[config.mk]
export PLATFORM = sky130hd
export DESIGN_NAME = gray_count_tracker
export DESIGN_NICKNAME = d
export VERILOG_FILES = /design/src/rtl/gray_count_pkg.sv /design/src/rtl/Gray_to_Binary.sv /design/src/rtl/gray_count_tracker.sv
export SDC_FILE = /design/constraint.sdc
export NUM_CORES = 1
export LEC_CHECK = 0
export BUFFER_PORTS_ARGS = -buffer_cell sky130_fd_sc_hd__buf_2
export CAP_MARGIN = 5
export CORE_MARGIN = 3
export CORE_UTILIZATION = 54
export CTS_CLUSTER_SIZE = 8
export DETAILED_ROUTE_END_ITERATION = 8
export PLACE_DENSITY = 0.84
export SYNTH_ARGS = -nofsm -noshare
export SYNTH_HDL_FRONTEND = slang
export SYNTH_SLANG_ARGS = --single-unit
export TNS_END_PERCENT = 50
[constraint.sdc]
create_clock -name clk -period 5.68 [get_ports clk]
set_input_delay 0.568 -clock clk [delete_from_list [all_inputs] [get_ports clk]]
set_output_delay 0.568 -clock clk [all_outputs]
set_load 0.01 [all_outputs]
[src/rtl/gray_count_pkg.sv]
// Shared types and helpers for the Gray-coded count tracker.
package gray_count_pkg;

    // Tracker state: whether a reference sample is held.
    typedef enum logic {
        EMPTY  = 1'b0,
        PRIMED = 1'b1
    } track_state_e;

    // Widest vector popcount accepts; narrower callers zero-extend.
    localparam int unsigned POP_MAX_W = 64;

    // Number of set bits in v.
    function automatic int unsigned popcount(input logic [POP_MAX_W-1:0] v);
        int unsigned cnt;
        cnt = 0;
        for (int i = 0; i < int'(POP_MAX_W); i++) begin
            cnt = cnt + 32'(v[i]);
        end
        return cnt;
    endfunction

endpackage

[src/rtl/Gray_to_Binary.sv]
// Combinational Gray-to-binary converter.
module Gray_to_Binary #(
    parameter int unsigned WIDTH = 4
) (
    input  logic [WIDTH-1:0] gray_in,
    output logic [WIDTH-1:0] binary_out
);

    // Each binary bit is the XOR of all Gray bits at or above it.
    for (genvar i = 0; i < int'(WIDTH); i++) begin : g_bit
        assign binary_out[i] = ^gray_in[WIDTH-1:i];
    end

endmodule

[src/rtl/gray_count_tracker.sv]
// Receive-side Gray count tracker: converts samples, reports step and flags multi-bit jumps.
module gray_count_tracker
    import gray_count_pkg::*;
#(
    parameter int unsigned WIDTH             = 4,
    parameter bit          CHECK_SINGLE_STEP = 1'b1
) (
    input  logic             clk,
    input  logic             sresetn,
    input  logic [WIDTH-1:0] gray_in,
    input  logic             gray_in_valid,
    input  logic             error_clear,
    output logic [WIDTH-1:0] binary_out,
    output logic             binary_out_valid,
    output logic [WIDTH-1:0] delta,
    output logic             wrapped,
    output logic             step_error,
    output logic             error_sticky,
    output logic             primed
);

    track_state_e     state_q, state_d;
    logic [WIDTH-1:0] gray_last_q, gray_last_d;
    logic [WIDTH-1:0] bin_last_q, bin_last_d;
    logic [WIDTH-1:0] delta_q, delta_d;
    logic             valid_q, valid_d;
    logic             wrapped_q, wrapped_d;
    logic             step_error_q, step_error_d;
    logic             error_sticky_q, error_sticky_d;
    logic             primed_q, primed_d;

    logic [WIDTH-1:0] bin_new;
    int unsigned      bit_flips;

    Gray_to_Binary #(.WIDTH(WIDTH)) u_g2b (
        .gray_in    (gray_in),
        .binary_out (bin_new)
    );

    // Bits changed between the incoming sample and the held reference.
    assign bit_flips = popcount(POP_MAX_W'(gray_in ^ gray_last_q));

    // Next-state, reference update, step/wrap/error evaluation.
    always_comb begin
        state_d        = state_q;
        gray_last_d    = gray_last_q;
        bin_last_d     = bin_last_q;
        delta_d        = delta_q;
        valid_d        = 1'b0;
        wrapped_d      = 1'b0;
        step_error_d   = 1'b0;

        if (gray_in_valid) begin
            valid_d     = 1'b1;
            gray_last_d = gray_in;
            bin_last_d  = bin_new;
            state_d     = PRIMED;
            case (state_q)
                EMPTY: begin
                    delta_d = '0;
                end
                PRIMED: begin
                    delta_d      = bin_new - bin_last_q;
                    wrapped_d    = (bin_last_q == '1) && (bin_new == '0);
                    step_error_d = CHECK_SINGLE_STEP && (bit_flips > 32'd1);
                end
                default: begin
                    delta_d = '0;
                end
            endcase
        end

        // Set wins over a simultaneous clear.
        error_sticky_d = step_error_d | (error_sticky_q & ~error_clear);
        primed_d       = (state_d == PRIMED);
    end

    // State and output registers with synchronous active-low reset.
    always_ff @(posedge clk) begin
        if (!sresetn) begin
            state_q        <= EMPTY;
            gray_last_q    <= '0;
            bin_last_q     <= '0;
            delta_q        <= '0;
            valid_q        <= 1'b0;
            wrapped_q      <= 1'b0;
            step_error_q   <= 1'b0;
            error_sticky_q <= 1'b0;
            primed_q       <= 1'b0;
        end else begin
            state_q        <= state_d;
            gray_last_q    <= gray_last_d;
            bin_last_q     <= bin_last_d;
            delta_q        <= delta_d;
            valid_q        <= valid_d;
            wrapped_q      <= wrapped_d;
            step_error_q   <= step_error_d;
            error_sticky_q <= error_sticky_d;
            primed_q       <= primed_d;
        end
    end

    assign binary_out       = bin_last_q;
    assign binary_out_valid = valid_q;
    assign delta            = delta_q;
    assign wrapped          = wrapped_q;
    assign step_error       = step_error_q;
    assign error_sticky     = error_sticky_q;
    assign primed           = primed_q;

endmodule

==> results.toml <==
[cells_and_area]
final_nets = 119
fin_area_um2 = 948
diodes = 0
area_growth_pct = 16.4
drive_above_1_share_pct = 24.0
nFillCells = 111
multi_input_area_um2 = 435
seq_area_um2 = 320
fin_util_pct = 70.3

[floorplanning]
num_rows = 13
die_area_mm2 = 0.00201
fp.dieW_um = 44.8
die_y_um = 44.8
io_pins = 21
core_mm2 = 0.00135
start_util_pct = 60.3

[setup_path]
crit_type = "in -> reg"
crit_path_max_fanout = 3
startpoint_type = "primary input"
end_kind = "flop"
cp_data_required_time_ps = 5860
arrival_ps = 2470

[yosys]
synth_seq_cells = 16
yosysTopAreaCell = "dfxtp_1"
ys_seq_area_share_pct = 39.3
syn-num-nets = 98
yosysMostFrequentCell = "dfxtp_1"
syn_avg_cell_area_um2 = 9.70
yosys-top-cells-count = "dfxtp_1, inv_1, xnor2_1"
async_reset_ff_share_pct = 0
postSynthCellCount = 84
synth.area.top_cells = "dfxtp_1, xnor2_1, ha_1"
yosys_most_used_dff = "dfxtp_1"
mappedNetlistArea_um2 = 815
synth_edf_count = 0
synth_cell_types = 26
synth_top_area_share_pct = 39.3
ys_warn_count = 0

[placement]
place_ws_ps = 3110
portBuffers = 20
dpl.hpwl_mm = 1.20
gp_congestion = 0.774
placed_area_um2 = 912

[cts]
worstSkewPairLatency_ps = 280
cts_tree = "yes"
cts_sinks = 16
htree_levels = 1
cts_buffer_depth = 2
cts_made_buffers = 3
root_buffer = "clkbuf_4"
post_cts_resized = 0
post_cts_buffers = 0
hold_buffers = 0
clk_pin_slew_ps = 90

[route]
wl_met3_um = 86
wirelength_mm = 1.57
antenna_left = 0
wl_met2_um = 744
wire_per_inst_um = 13.2
routed_via_density = 5.49
drc = 0
dr.pass1.iters = 4
drt_iter0_markers = 18
vias = 653
routed.top_layer = "met4"
wl_met1_um = 722

[sta]
tns_ps = 0
maxSlewHeadroom_pct = 77.3
whs_ps = 512
maxSlewViolCount = 0
period_minus_slack_ps = 2280
fin_crit_sh_pct = 40.2
setup_viol = 0
fin_worst_skew_ps = 1.93
tightest_slew_ps = 339
max_freq_ghz = 0.438
worst_slack_ps = 3400
final_hold_viol_count = 0
rsz0062_at_grt = "no"

[grt]
antenna_found_initial = 0
first_global_vias = 602
grt_first_pass_wirelength_mm = 2.60
grt_overflow = 0
grt_max_degree = 17
grt_usage_pct = 17.6

[power_and_ir_drop]
powerDensity_mw_per_mm2 = 272
ir_drop_mv = 0.136
p_leak_nw = 0.448

[worst_hold_path]
holdCritPathClass = "reg -> reg"

[status]
outcome = "completed"

[flow_run]
maxCapViolations = 0
[worst max-delay path, cell delays in order]
cell and delay (ps):
buf_2 120, inv_1 120, ha_1 290, xor2_1 180, xnor2_1 160, ha_1 230, fa_1 380, xor2_1 160
o22ai_1 80, and2_1 170
[placed cells by master, fill, tap and decap left out, types with 2 or more instances in the layout]
cell type,Yosys,routed
inv_1,10,10
mux2i_1,5,5
clkbuf_4,0,3
nand3_1,2,2
nand4_1,2,2
nor2b_1,5,5
xnor2_1,6,6
nand3b_1,4,4
fa_1,2,2
o21ai_0,2,2
ha_1,4,4
xor2_1,2,2
and2_1,3,3
nand2_1,2,2
nor2_1,2,2
o21a_1,3,3
dfxtp_1,16,16
o22ai_1,4,4
buf_2,2,20
[sequential cells by signal (all words and copies together) (netlist names)]
name              count
binary_out            3
error_sticky          1
primed                1
gray_last_q           4
step_error            1
wrapped               1
binary_out_valid      1
delta                 4
[layer usage]
metal	track usage [%]	up-vias
li1	-	319
met1	24.3	310
met2	27.2	20
met3	3.59	4
met4	6.43	0
met5	0	-
[stage by stage]
| stage | total power [mW] | instances |
|---|---|---|
| 3_5_place_dp | 0.186 | 115 |
| 5_1_grt | 0.274 | 119 |
| 6_report | 0.258 | 119 |
| 4_1_cts | 0.260 | 119 |
| 3_3_place_gp | 0.183 | 115 |
| 2_1_floorplan | 0.169 | 84 |
[power by group]
part	total [mW]	internal (mW)	leakage, nW	switching [mW]
registers	0.125	0.119	0.131	0.00559
clock network	0.0737	0.0390	0.0210	0.0348
logic	0.0590	0.0273	0.295	0.0317
[logic make-up (layout without fill, tap and decap cells)]
family          count (synthesis)  count (layout)  synth area share, %
compound gates                 11              11                 8.75
mux                             5               5                 6.14
fa+ha+maj                       6               6                 11.1
flops                          16              16                 39.3
xor+xnor                        9               9                 10.6
simple gates                   23              23                 16.9
buf+inv                        14              34                 7.22
[area by class of cell]
type | count | area share [%]
multi-input cells | 54 | 45.9
flip-flops and latches | 16 | 33.8
repair buffers | 20 | 10.6
well taps | 15 | 1.98
inverters | 10 | 3.96
clock buffers | 4 | 3.83
[path summary, 6_finish.rpt]
path / slack (ps) / depth (start not counted) / to / startpoint
max: 3400 / 10 / delta[2] / gray_in[3]
min: 510 / 2 / delta[3] / delta[3]
max reg2reg: 4090 / 4 / error_sticky / gray_last_q[3]
min reg2reg: 510 / 2 / delta[3] / delta[3]
Power figures use the tool's default switching activity.
